File: config.mk
export PLATFORM = sky130hd
export DESIGN_NAME = data_sram_axi_bridge
export DESIGN_NICKNAME = d
export VERILOG_FILES = /design/src/rtl/data_sram_axi_bridge_pkg.sv /design/src/rtl/data_sram_axi_bridge.sv
export SDC_FILE = /design/constraint.sdc
export NUM_CORES = 1
export LEC_CHECK = 0
export ABC_CLOCK_PERIOD_IN_PS = 4500
export CAP_MARGIN = 20
export CORE_UTILIZATION = 44
export DETAILED_ROUTE_END_ITERATION = 10
export GPL_ROUTABILITY_DRIVEN = 0
export PLACE_DENSITY = 0.93
export SETUP_SLACK_MARGIN = 0.05
export SLEW_MARGIN = 20
export SYNTH_ARGS = -nofsm -noshare
export SYNTH_HDL_FRONTEND = slang
export SYNTH_SLANG_ARGS = --single-unit
File: constraint.sdc
create_clock -name clk -period 4.5 [get_ports clk]
set_input_delay 0.675 -clock clk [delete_from_list [all_inputs] [get_ports clk]]
set_output_delay 0.675 -clock clk [all_outputs]
set_load 0.03 [all_outputs]
File: src/rtl/data_sram_axi_bridge_pkg.sv
// Shared state encoding and AXI response codes for the data SRAM to AXI4-Lite bridge.
package data_sram_axi_bridge_pkg;

    localparam logic [2:0] ST_IDLE    = 3'd0;
    localparam logic [2:0] ST_RD_ADDR = 3'd1;
    localparam logic [2:0] ST_RD_DATA = 3'd2;
    localparam logic [2:0] ST_WR_REQ  = 3'd3;
    localparam logic [2:0] ST_WR_RESP = 3'd4;
    localparam logic [2:0] ST_DONE    = 3'd5;

    typedef enum logic [2:0] {
        IDLE    = ST_IDLE,
        RD_ADDR = ST_RD_ADDR,
        RD_DATA = ST_RD_DATA,
        WR_REQ  = ST_WR_REQ,
        WR_RESP = ST_WR_RESP,
        DONE    = ST_DONE
    } bridge_state_e;

    localparam logic [1:0] AXI_RESP_OKAY = 2'b00;

    function automatic logic resp_is_error(input logic [1:0] resp);
        return resp != AXI_RESP_OKAY;
    endfunction

endpackage

File: src/rtl/data_sram_axi_bridge.sv
// Turns one single-cycle SRAM-style data request into one AXI4-Lite transaction,
// holding the pipeline with stall_req until the response is back.
module data_sram_axi_bridge
    import data_sram_axi_bridge_pkg::*;
#(
    parameter int TIMEOUT_CYCLES = 256
) (
    input  logic        clk,
    input  logic        rst,
    input  logic        ram_en,
    input  logic [3:0]  ram_write_en,
    input  logic [31:0] ram_addr,
    input  logic [31:0] ram_write_data,
    input  logic        flush,
    output logic [31:0] ram_read_data,
    output logic        stall_req,
    output logic        bus_error,
    output logic [31:0] araddr,
    output logic        arvalid,
    input  logic        arready,
    input  logic [31:0] rdata,
    input  logic [1:0]  rresp,
    input  logic        rvalid,
    output logic        rready,
    output logic [31:0] awaddr,
    output logic        awvalid,
    input  logic        awready,
    output logic [31:0] wdata,
    output logic [3:0]  wstrb,
    output logic        wvalid,
    input  logic        wready,
    input  logic [1:0]  bresp,
    input  logic        bvalid,
    output logic        bready
);

    localparam int WD_W = (TIMEOUT_CYCLES > 0) ? $clog2(TIMEOUT_CYCLES + 1) : 1;
    localparam logic [WD_W-1:0] WD_LAST = (TIMEOUT_CYCLES > 0) ? WD_W'(TIMEOUT_CYCLES - 1) : '0;

    bridge_state_e   state_q, state_d;
    logic [WD_W-1:0] wd_cnt_q, wd_cnt_d;
    logic            aw_done_q, aw_done_d;
    logic            w_done_q, w_done_d;
    logic            flushed_q, flushed_d;
    logic            err_q, err_d;

    logic [31:0] araddr_d, awaddr_d, wdata_d, rd_data_d;
    logic [3:0]  wstrb_d;
    logic        arvalid_d, rready_d, awvalid_d, wvalid_d, bready_d;

    logic busy;
    logic wd_expired;
    logic discard;
    logic aw_done_now, w_done_now;

    assign busy = (state_q == RD_ADDR) || (state_q == RD_DATA) ||
                  (state_q == WR_REQ)  || (state_q == WR_RESP);

    // The expiry compares against TIMEOUT_CYCLES-1 so the phase lasts exactly TIMEOUT_CYCLES cycles.
    assign wd_expired  = (TIMEOUT_CYCLES != 0) && (wd_cnt_q == WD_LAST);
    assign discard     = flushed_q || flush;
    assign aw_done_now = aw_done_q || (awvalid && awready);
    assign w_done_now  = w_done_q || (wvalid && wready);

    assign bus_error = (state_q == DONE) && err_q && !flushed_q;

    always_comb begin
        state_d   = state_q;
        aw_done_d = aw_done_q;
        w_done_d  = w_done_q;
        flushed_d = flushed_q;
        err_d     = err_q;
        araddr_d  = araddr;
        awaddr_d  = awaddr;
        wdata_d   = wdata;
        wstrb_d   = wstrb;
        rd_data_d = ram_read_data;
        arvalid_d = 1'b0;
        rready_d  = 1'b0;
        awvalid_d = 1'b0;
        wvalid_d  = 1'b0;
        bready_d  = 1'b0;
        stall_req = 1'b0;

        case (state_q)
            IDLE: begin
                // rst gates acceptance so stall_req reads 0 while reset is held.
                if (ram_en && !flush && rst) begin
                    stall_req = 1'b1;
                    araddr_d  = ram_addr;
                    awaddr_d  = ram_addr;
                    wdata_d   = ram_write_data;
                    wstrb_d   = ram_write_en;
                    aw_done_d = 1'b0;
                    w_done_d  = 1'b0;
                    flushed_d = 1'b0;
                    err_d     = 1'b0;
                    if (ram_write_en != 4'b0000) begin
                        state_d   = WR_REQ;
                        awvalid_d = 1'b1;
                        wvalid_d  = 1'b1;
                    end else begin
                        state_d   = RD_ADDR;
                        arvalid_d = 1'b1;
                    end
                end
            end

            RD_ADDR: begin
                stall_req = 1'b1;
                flushed_d = discard;
                if (arvalid && arready) begin
                    state_d  = RD_DATA;
                    rready_d = 1'b1;
                end else if (wd_expired) begin
                    state_d = DONE;
                    err_d   = 1'b1;
                    if (!discard) rd_data_d = '0;
                end else begin
                    arvalid_d = 1'b1;
                end
            end

            RD_DATA: begin
                stall_req = 1'b1;
                flushed_d = discard;
                if (rready && rvalid) begin
                    state_d = DONE;
                    err_d   = resp_is_error(rresp);
                    if (!discard) rd_data_d = rdata;
                end else if (wd_expired) begin
                    state_d = DONE;
                    err_d   = 1'b1;
                    if (!discard) rd_data_d = '0;
                end else begin
                    rready_d = 1'b1;
                end
            end

            WR_REQ: begin
                stall_req = 1'b1;
                flushed_d = discard;
                aw_done_d = aw_done_now;
                w_done_d  = w_done_now;
                if (aw_done_now && w_done_now) begin
                    state_d  = WR_RESP;
                    bready_d = 1'b1;
                end else if (wd_expired) begin
                    state_d = DONE;
                    err_d   = 1'b1;
                end else begin
                    awvalid_d = !aw_done_now;
                    wvalid_d  = !w_done_now;
                end
            end

            WR_RESP: begin
                stall_req = 1'b1;
                flushed_d = discard;
                if (bready && bvalid) begin
                    state_d = DONE;
                    err_d   = resp_is_error(bresp);
                end else if (wd_expired) begin
                    state_d = DONE;
                    err_d   = 1'b1;
                end else begin
                    bready_d = 1'b1;
                end
            end

            DONE: begin
                state_d = IDLE;
            end

            default: begin
                state_d = IDLE;
            end
        endcase

        if ((TIMEOUT_CYCLES == 0) || (state_d != state_q) || !busy) begin
            wd_cnt_d = '0;
        end else begin
            wd_cnt_d = wd_cnt_q + WD_W'(1);
        end
    end

    always_ff @(posedge clk or negedge rst) begin
        if (!rst) begin
            state_q       <= IDLE;
            wd_cnt_q      <= '0;
            aw_done_q     <= 1'b0;
            w_done_q      <= 1'b0;
            flushed_q     <= 1'b0;
            err_q         <= 1'b0;
            araddr        <= '0;
            awaddr        <= '0;
            wdata         <= '0;
            wstrb         <= '0;
            ram_read_data <= '0;
            arvalid       <= 1'b0;
            rready        <= 1'b0;
            awvalid       <= 1'b0;
            wvalid        <= 1'b0;
            bready        <= 1'b0;
        end else begin
            state_q       <= state_d;
            wd_cnt_q      <= wd_cnt_d;
            aw_done_q     <= aw_done_d;
            w_done_q      <= w_done_d;
            flushed_q     <= flushed_d;
            err_q         <= err_d;
            araddr        <= araddr_d;
            awaddr        <= awaddr_d;
            wdata         <= wdata_d;
            wstrb         <= wstrb_d;
            ram_read_data <= rd_data_d;
            arvalid       <= arvalid_d;
            rready        <= rready_d;
            awvalid       <= awvalid_d;
            wvalid        <= wvalid_d;
            bready        <= bready_d;
        end
    end

endmodule
==> flow_metrics.env, run 1 <==
export IMPL_placed_area_sq_um=7465
export IMPL_finalSetupViolations=0
export IMPL_wl_um=14620
export IMPL_drt_pass1_iterations=5
export IMPL_ys_types=44
export IMPL_rsz0062_at_grt="no"
export IMPL_pre_cts_slack_ns=1.519
export IMPL_fin_setup_tns_ns=0
export IMPL_fmax_ghz=0.3345
export IMPL_synth_top_family_by_area="simple AND/OR/NAND/NOR gates"
export IMPL_synth_area_sq_um=5130
export IMPL_drt_iter0_drc=314
export IMPL_fillers=781
export IMPL_hold_viol=0
export IMPL_cts_buffer_depth=2
export IMPL_worst_hold_slack_ns=0.2022
export IMPL_relSlewSlack=0.4150
export IMPL_yosys_area_share_simple=0.2020
export IMPL_crit_type="in2out"
export IMPL_vdd_drop_max_mv=0.5421
export IMPL_ys_seq_area_frac=0.5902
export IMPL_post_cts_setup_buffers=0
export IMPL_synth_compound_area_share=0.1107
export IMPL_clockRootBuffer="clkbuf_16"
export IMPL_use_met2=0.4196
export IMPL_crit_top_cell="clkdlybuf4s50_1"
export IMPL_synthArstFlopShare=1.000
export IMPL_crit_path_max_fanout=3
export IMPL_post_route_period_util=0.6643
export IMPL_syn_to_final_growth_pct=58.66
export IMPL_drc=0
export IMPL_drv_cap=0
export IMPL_synth_xor_area_frac=0.01024
export IMPL_clock_skew_ns=0.01339
export IMPL_grt_busiest_layer="met2"
export IMPL_clk_pin_slew_ns=0.06
export IMPL_crit_required_ns=3.83
export IMPL_path_cells="clkdlybuf4s50_1, nor2_1, and4_2, a21o_1, clkdlybuf4s50_1"
export IMPL_grt_max_degree=89
export IMPL_dp_hpwl_um=10200
export IMPL_numClockSinks=121
export IMPL_yosysMostFrequentCell="nand2_1"
export IMPL_yosys_top_cells_count="nand2_1 (212), dfrtp_1 (121), a22o_1 (32), buf_4 (32), nor2_1 (18)"
export IMPL_insertion_delay_ns=0.41
export IMPL_ctsHoldBuffers=0
export IMPL_slowest_delay_ns=0.66
export IMPL_fin_nets=846
export IMPL_status="complete, no violations"
export IMPL_grt_ovfl_total=0
export IMPL_setup_ws_ns=1.511
export IMPL_antenna_found_initial=1
export IMPL_muxShareOfSynthArea=0.004146
export IMPL_synth_edf_count=0
export IMPL_design_area_sq_um=8139
export IMPL_io_buffers=251
export IMPL_end_kind="primary output"
export IMPL_pin_count=252
export IMPL_synth_area_leaders="dfrtp_1 (59%), nand2_1 (16%), a22o_1 (5.5%)"
export IMPL_htreeDepth=4
export IMPL_track_usage=0.2370
export IMPL_grt_pass1_vias=4340
export IMPL_cts_tree="done"
export IMPL_hold_class="in2async"
export IMPL_power_density_nw_per_um2=729.1
export IMPL_synth_nets=631
export IMPL_grtUsageMet1=0.2620
export IMPL_start_kind="input port"
export IMPL_fp_dieH_um=110.0
export IMPL_p_leak_uw=0.003803
export IMPL_synth_seq_cells=121
export IMPL_grt_util_met3=0.06290
export IMPL_wl_per_cell_um=16.46
export IMPL_avgSynthCellArea_sq_um=9.942
export IMPL_via_per_inst=5.135
export IMPL_rows=39
export IMPL_slowest_stage="clkdlybuf4s50_1"
export IMPL_grt_pass1_wl_um=21540
export IMPL_post_place_cells=854
export IMPL_tightest_slew_ns=0.8772
export IMPL_dieWidth_um=110.0
export IMPL_ys_flop_type="dfrtp_1"
export IMPL_synth_warnings=0
export IMPL_initial_core_util=0.4512
export IMPL_vias=4560
export IMPL_yosysTopAreaCell="dfrtp_1"
export IMPL_design_core_area_sq_um=11370
export IMPL_drive_gt1_frac=0.06183
export IMPL_cts_resized_gates=0
export IMPL_synth_top_area_share=0.5902
export IMPL_synth_fa_ha_area_frac=0.004878
export IMPL_ant_nets=0
export IMPL_die_area_sq_um=12090
export IMPL_slew_violations=0
export IMPL_cts_buffers=17
export IMPL_fin_crit_ns=2.989
export IMPL_layout_cells_non_filler=888
export IMPL_netlist_instances=516
export IMPL_cp_arrival_ns=2.31
==> power by group <==
part           internal [uW]  switching, uW  leakage [uW]  total, uW
clock                    979            496      0.000322       1470
sequential              1460            289       0.00158       1750
combinational           1120           1600       0.00191       2710
==> flip-flops by register name (all words and copies together), names as in the netlist, 3 cells and up <==
register       flops
ram_read_data     32
wstrb              4
awaddr            32
wdata             32
wd_cnt_q           9
state_q            3
==> placed cells by master (no fill, tap or decap), types with 4 or more instances in the layout <==
cell / synthesis / routed
clkinv_4: 0 / 4
bufinv_16: 0 / 4
nand4_1: 4 / 4
a21oi_1: 8 / 8
a22o_1: 32 / 32
clkbuf_16: 0 / 17
clkdlybuf4s50_1: 0 / 250
nor2_1: 18 / 18
inv_1: 4 / 4
o21ai_0: 7 / 7
nand2_1: 212 / 212
dfrtp_1: 121 / 121
==> cells by family (layout without fill, tap and decap cells) <==
family	count (synthesis)	after routing
AOI/OAI and AO/OA	69	69
xor gates and xnor gates	6	6
adders and majority gates	2	2
buffers and inverters	63	291
DFF	121	121
muxes	2	2
other	0	1
and+or+nand+nor	253	253
==> layer usage <==
metal  wire, um  vias to the layer above  part of all wire
met5          0                        -                 0
met4        490                        0             0.034
met3        952                       36             0.065
met2       7701                      215              0.53
met1       5476                     2211              0.37
li1           -                     2098                 -
==> final timing paths <==
check | start | end | slack (ns) | cells past startpoint
hold / removal | rst | ram_read_data[14] | 0.20 | 1
max in group asynchronous | rst | awaddr[13] | 3.17 | 2
setup reg to reg | wd_cnt_q[0] | ram_read_data[13] | 1.79 | 8
min in group clk | wdata[2] | wdata[2] | 0.47 | 2
hold reg to reg | wdata[2] | wdata[2] | 0.47 | 2
setup / recovery | flush | stall_req | 1.51 | 5
==> critical path, delay by kind of cell <==
| family | cells | cell delay [ns] |
|---|---|---|
| buffers and inverters | 2 | 1.14 |
| and+or+nand+nor | 2 | 0.42 |
| AOI/OAI and AO/OA | 1 | 0.09 |
==> area by class of cell <==
class                      count  area [sq um]  area share
antenna                        1         2.502   0.0003075
inverter                       4         15.01    0.001845
sequential                   121          3028      0.3720
tap                          143         178.9     0.02198
clock inverter                12         186.4     0.02291
timing repair buffer         255          2551      0.3135
clock buffer                  20         466.7     0.05734
multi-input combinational    332          1710      0.2101
==> per-stage QoR <==
step / utilization / power [uW]
after floorplan: - / 3372
after global placement: 0.6565 / 4385
after detailed placement: 0.6565 / 4471
after CTS: 0.7140 / 5973
after global routing: 0.7159 / 6226
final: 0.7159 / 5934
(Power assumes the default switching activity.)
==> run 2, diff against run 1 <==
- ABC_CLOCK_PERIOD_IN_PS: 4500 -> 3000
- CORE_UTILIZATION: 44 -> 41
- PLACE_DENSITY: 0.93 -> 0.88
- clock period: 4.5 -> 3 ns (I/O delays scaled with it)
==> run 2 against run 1 <==
  * Power rose by 47%
  * Core utilization fell by 4.4 points
  * Die area rose by 7.2%
  * Cell count rose by 2.9%
  * Combinational power rose by 52%
  * Sequential share of layout area barely moved
  * Highest routed layer unchanged
  * Clock power rose by 37%
  * Sequential cell count did not move
  * Global-route usage fell by 1.8 points
==> flow_metrics.env, run 2 (synthesis results as in run 1) <==
export IMPL_status="complete, no violations"
export IMPL_ant_nets=0
export IMPL_wl_um=14250
export IMPL_end_kind="flip-flop"
export IMPL_grt_pass1_vias=4422
export IMPL_fillers=918
export IMPL_insertion_delay_ns=0.41
export IMPL_slew_violations=0
export IMPL_drc=0
export IMPL_final_common_cell="clkdlybuf4s50_1"
export IMPL_rsz0062_at_grt="no"
export IMPL_final_cell_mix="clkdlybuf4s50_1 (249), nand2_1 (212), dfrtp_1 (121)"
export IMPL_grt_util_met3=0.06589
export IMPL_antenna_cells=0
export IMPL_cts_buffers=17
export IMPL_initial_core_util=0.4236
export IMPL_htreeDepth=4
export IMPL_crit_path_max_fanout=12
export IMPL_numClockSinks=121
export IMPL_crit_type="reg2reg"
export IMPL_grt_ovfl_total=0
export IMPL_crit_required_ns=3.26
export IMPL_drt_iter0_drc=334
export IMPL_via_per_inst=4.950
export IMPL_relSlewSlack=0.4129
export IMPL_rows=40
export IMPL_die_area_sq_um=12960
export IMPL_grtUsageMet1=0.2482
export IMPL_hold_viol=0
export IMPL_fmax_ghz=0.3680
export IMPL_post_route_period_util=0.9057
export IMPL_drt_pass1_iterations=4
export IMPL_track_usage=0.2191
export IMPL_use_met2=0.3915
export IMPL_clockRootBuffer="clkbuf_16"
export IMPL_hold_class="reg2reg"
export IMPL_cts_tree="done"
export IMPL_tightest_slew_ns=0.8807
export IMPL_io_buffers=251
export IMPL_fp_dieH_um=113.9
export IMPL_reg_top3="awaddr: 32 flops, ram_read_data: 32 flops, wdata: 32 flops"
export IMPL_dp_hpwl_um=10210
export IMPL_p_leak_uw=0.003781
export IMPL_syn_to_final_growth_pct=58.59
export IMPL_antenna_found_initial=0
export IMPL_design_area_sq_um=8135
export IMPL_pin_count=252
export IMPL_power_density_nw_per_um2=1074
export IMPL_finalSetupViolations=0
export IMPL_placed_area_sq_um=7533
export IMPL_cts_resized_gates=0
export IMPL_cp_arrival_ns=2.97
export IMPL_drv_cap=0
export IMPL_grt_pass1_wl_um=21850
export IMPL_vias=4524
export IMPL_grt_max_degree=72
export IMPL_cts_buffer_depth=2
export IMPL_wl_per_cell_um=15.59
export IMPL_clk_pin_slew_ns=0.06
export IMPL_drive_gt1_frac=0.06434
export IMPL_clock_skew_ns=0.01003
export IMPL_fin_crit_ns=2.717
export IMPL_fin_setup_tns_ns=0
export IMPL_fin_nets=848
export IMPL_vdd_drop_max_mv=0.4260
export IMPL_design_core_area_sq_um=12110
export IMPL_post_cts_setup_buffers=0
export IMPL_dieWidth_um=113.9
export IMPL_start_kind="flip-flop"
export IMPL_final_util=0.6717
export IMPL_grt_busiest_layer="met2"
## run 2: changes by cell type in the layout (fill, tap and decap cells not counted), sizes merged
cell / previous run / this run
bufinv: 4 / 2
dlygate4sd3: 0 / 1
clkinvlp: 0 / 3
clkdlybuf4s50: 250 / 249
clkbuf: 20 / 17
buf: 5 / 7
clkinv: 5 / 4
diode: 1 / 0
inv: 7 / 10
## run 2: routing by layer
| metal | vias up | wire, um |
|---|---|---|
| met2 | 194 | 7448 |
| met1 | 2193 | 5560 |
| met5 | - | 0 |
| met3 | 27 | 961 |
| met4 | 0 | 278 |
| li1 | 2110 | - |
## run 2: cell type report
type,count,area (sq um),share of cell area
clock buffer,17,425.4,0.05229
multi-input combinational,332,1710,0.2102
clock inverter,15,166.4,0.02046
tap,168,210.2,0.02584
inverter,4,15.01,0.001846
sequential,121,3028,0.3722
timing repair buffer,257,2580,0.3171
## run 2: power breakdown
part	switching (uW)	internal (uW)	leakage [uW]
clock network	781	1240	0.000282
logic	2400	1700	0.00192
registers	426	2180	0.00158
total	3610	5130	0.00378
## run 2: path summary, 6_finish.rpt
| path | slack (ns) | from | to | depth (start not counted) |
|---|---|---|---|---|
| worst max-delay path | 0.28 | wd_cnt_q[0] | wd_cnt_q[6] | 9 |
| worst min register to register | 0.47 | wdata[7] | wdata[7] | 2 |
| worst min-delay path | 0.47 | wdata[7] | wdata[7] | 2 |
| worst max register to register | 0.28 | wd_cnt_q[0] | wd_cnt_q[6] | 9 |
| max in group asynchronous | 0.89 | rst | awaddr[21] | 4 |
| min in group asynchronous | 0.50 | rst | aw_done_q | 2 |
## run 2: worst max-delay path: stages, from the launching register on
cell and delay, ns:
dfrtp_1 0.39, ha_1 0.20, nand3_1 0.11, nor2_1 0.19, and3_1 0.18, ha_1 0.45
nand2b_1 0.21, inv_1 0.06, a32oi_1 0.62, nor2_1 0.14
## run 2: stage by stage
step                      power (uW)  std cells  hold WS (ns)  setup slack (ns)
after floorplan                 5057        516        0.1544            0.8900
after global placement          6636        881        0.3777            0.4760
after detailed placement        6741        881        0.3836            0.3296
after CTS                       8807        914        0.4754            0.2959
after global routing            9142        914        0.4926           0.08355
final                           8736        914        0.4723            0.2829
## run 2: repair_timing
action,4_1_cts,5_1_grt
hold endpoints to repair,22,0
setup endpoints to repair,0,0
hold buffers,1,0
==> run 3, diff against run 2 <==
- CORE_ASPECT_RATIO: unset -> 1.75
- SETUP_SLACK_MARGIN: 0.05 -> unset
==> run 3 against run 2 <==
  * Die area is 0.14% higher
  * Setup slack better by 0.0018 ns
  * Sequential cell count did not move
  * Highest routed layer unchanged
==> flow_metrics.env, run 3 (synthesis results as in run 1) <==
export IMPL_status="complete, no violations"
export IMPL_insertion_delay_ns=0.41
export IMPL_track_usage=0.2407
export IMPL_drc=0
export IMPL_finalSetupViolations=0
export IMPL_wl_met1_um=5282
export IMPL_ff2ff_setup_slack_ns=0.29
export IMPL_slowest_stage="clkdlybuf4s50_1"
export IMPL_io_buffers=251
export IMPL_crit_type="reg2out"
export IMPL_cts_buffers=17
export IMPL_drive_gt1_frac=0.06426
export IMPL_reg_top3="awaddr: 32 flops, ram_read_data: 32 flops, wdata: 32 flops"
export IMPL_cp_arrival_ns=2.27
export IMPL_crit_path_max_fanout=15
export IMPL_grt_max_degree=75
export IMPL_post_route_period_util=0.9051
export IMPL_numClockSinks=121
export IMPL_cts_buffer_depth=2
export IMPL_final_common_cell="clkdlybuf4s50_1"
export IMPL_fin_crit_ns=2.715
export IMPL_fin_nets=849
export IMPL_htreeDepth=4
export IMPL_wl_met2_um=8609
export IMPL_end_kind="primary output"
export IMPL_antenna_found_initial=1
export IMPL_cts_resized_gates=0
export IMPL_grt_pass1_vias=4647
export IMPL_grt_ovfl_total=0
export IMPL_cts_tree="done"
export IMPL_grt_pass1_wl_um=23540
export IMPL_via_per_inst=5.071
export IMPL_die_area_sq_um=12980
export IMPL_wl_met3_um=916
export IMPL_drt_iter0_drc=202
export IMPL_slew_violations=0
export IMPL_final_cell_mix="clkdlybuf4s50_1 (250), nand2_1 (212), dfrtp_1 (121)"
export IMPL_start_kind="flip-flop"
export IMPL_ant_nets=0
export IMPL_rsz0062_at_grt="no"
export IMPL_design_core_area_sq_um=12070
export IMPL_p_leak_uw=0.003808
export IMPL_ctsHoldBuffers=0
export IMPL_path_cells="nor2_1, and4_2, a21o_1, clkdlybuf4s50_1"
export IMPL_post_cts_setup_buffers=0
export IMPL_initial_core_util=0.4250
export IMPL_vdd_drop_max_mv=0.6999
export IMPL_power_density_nw_per_um2=1091
export IMPL_wl_per_cell_um=17.12
export IMPL_drv_cap=0
export IMPL_top_layer_used="met4"
export IMPL_rows=53
export IMPL_fillers=882
export IMPL_slowest_delay_ns=0.66
export IMPL_fin_setup_tns_ns=0
export IMPL_relSlewSlack=0.3730
export IMPL_clock_skew_ns=0.009651
export IMPL_tightest_slew_ns=0.9405
export IMPL_power_total_uw=8922
export IMPL_syn_to_final_growth_pct=59.37
export IMPL_clockRootBuffer="clkbuf_16"
export IMPL_pin_count=252
export IMPL_dp_hpwl_um=11300
export IMPL_vias=4630
export IMPL_hold_viol=0
export IMPL_hold_class="in2async"
export IMPL_dieWidth_um=86.56
export IMPL_clk_pin_slew_ns=0.05
export IMPL_drt_pass1_iterations=4
export IMPL_fp_dieH_um=150.0
export IMPL_crit_required_ns=2.55
export IMPL_fmax_ghz=0.3683
export IMPL_wl_um=15640
-- run 3: path summary, 6_finish.rpt --
| kind | cells past startpoint | start | to |
|---|---|---|---|
| worst max-delay path | 4 | state_q[0] | stall_req |
| worst min-delay path | 2 | rst | flushed_q |
| worst max register to register | 8 | wd_cnt_q[0] | ram_read_data[3] |
| worst min register to register | 2 | wstrb[3] | wstrb[3] |
| max in group asynchronous | 3 | rst | wdata[9] |
| min in group clk | 2 | wstrb[3] | wstrb[3] |
-- run 3: layer usage --
layer | global-route usage | vias up
li1 | - | 2104
met1 | 0.2358 | 2218
met2 | 0.4437 | 252
met3 | 0.05626 | 56
met4 | 0.1533 | 0
met5 | 0 | -
-- run 3: metrics by stage --
stage,util,cells,setup WS [ns],hold slack (ns),area (sq um)
2_1_floorplan,-,516,0.8900,0.1544,5130
3_3_place_gp,0.6243,880,0.4874,0.4557,7535
3_5_place_dp,0.6243,880,0.3341,0.4617,7535
4_1_cts,0.6772,912,0.2855,0.3265,8173
5_1_grt,0.6774,913,0.08507,0.3951,8175
6_report,0.6774,913,0.2847,0.3003,8175
-- run 3: area by class of cell --
cell class	instances	area, sq um	share of cell area
clock buffer	18	429.2	0.05249
antenna	1	2.502	0.0003061
inverter	4	15.01	0.001837
timing repair buffer	258	2575	0.3150
sequential	121	3028	0.3704
multi-input combinational	332	1710	0.2092
clock inverter	14	209.0	0.02556
tap	165	206.4	0.02525
-- run 3: worst max-delay path: cells and delay by family (launching register included) --
kind                   cells  cell delay (ns)
flip-flops                 1             0.54
AO/OA/AOI/OAI              1             0.08
buffers and inverters      1             0.66
AND/OR/NAND/NOR            2             0.58
-- run 3: report_power, final --
part	total, uW	internal [uW]	switching [uW]
logic	4110	1700	2410
registers	2620	2180	438
clock network	2190	1410	780
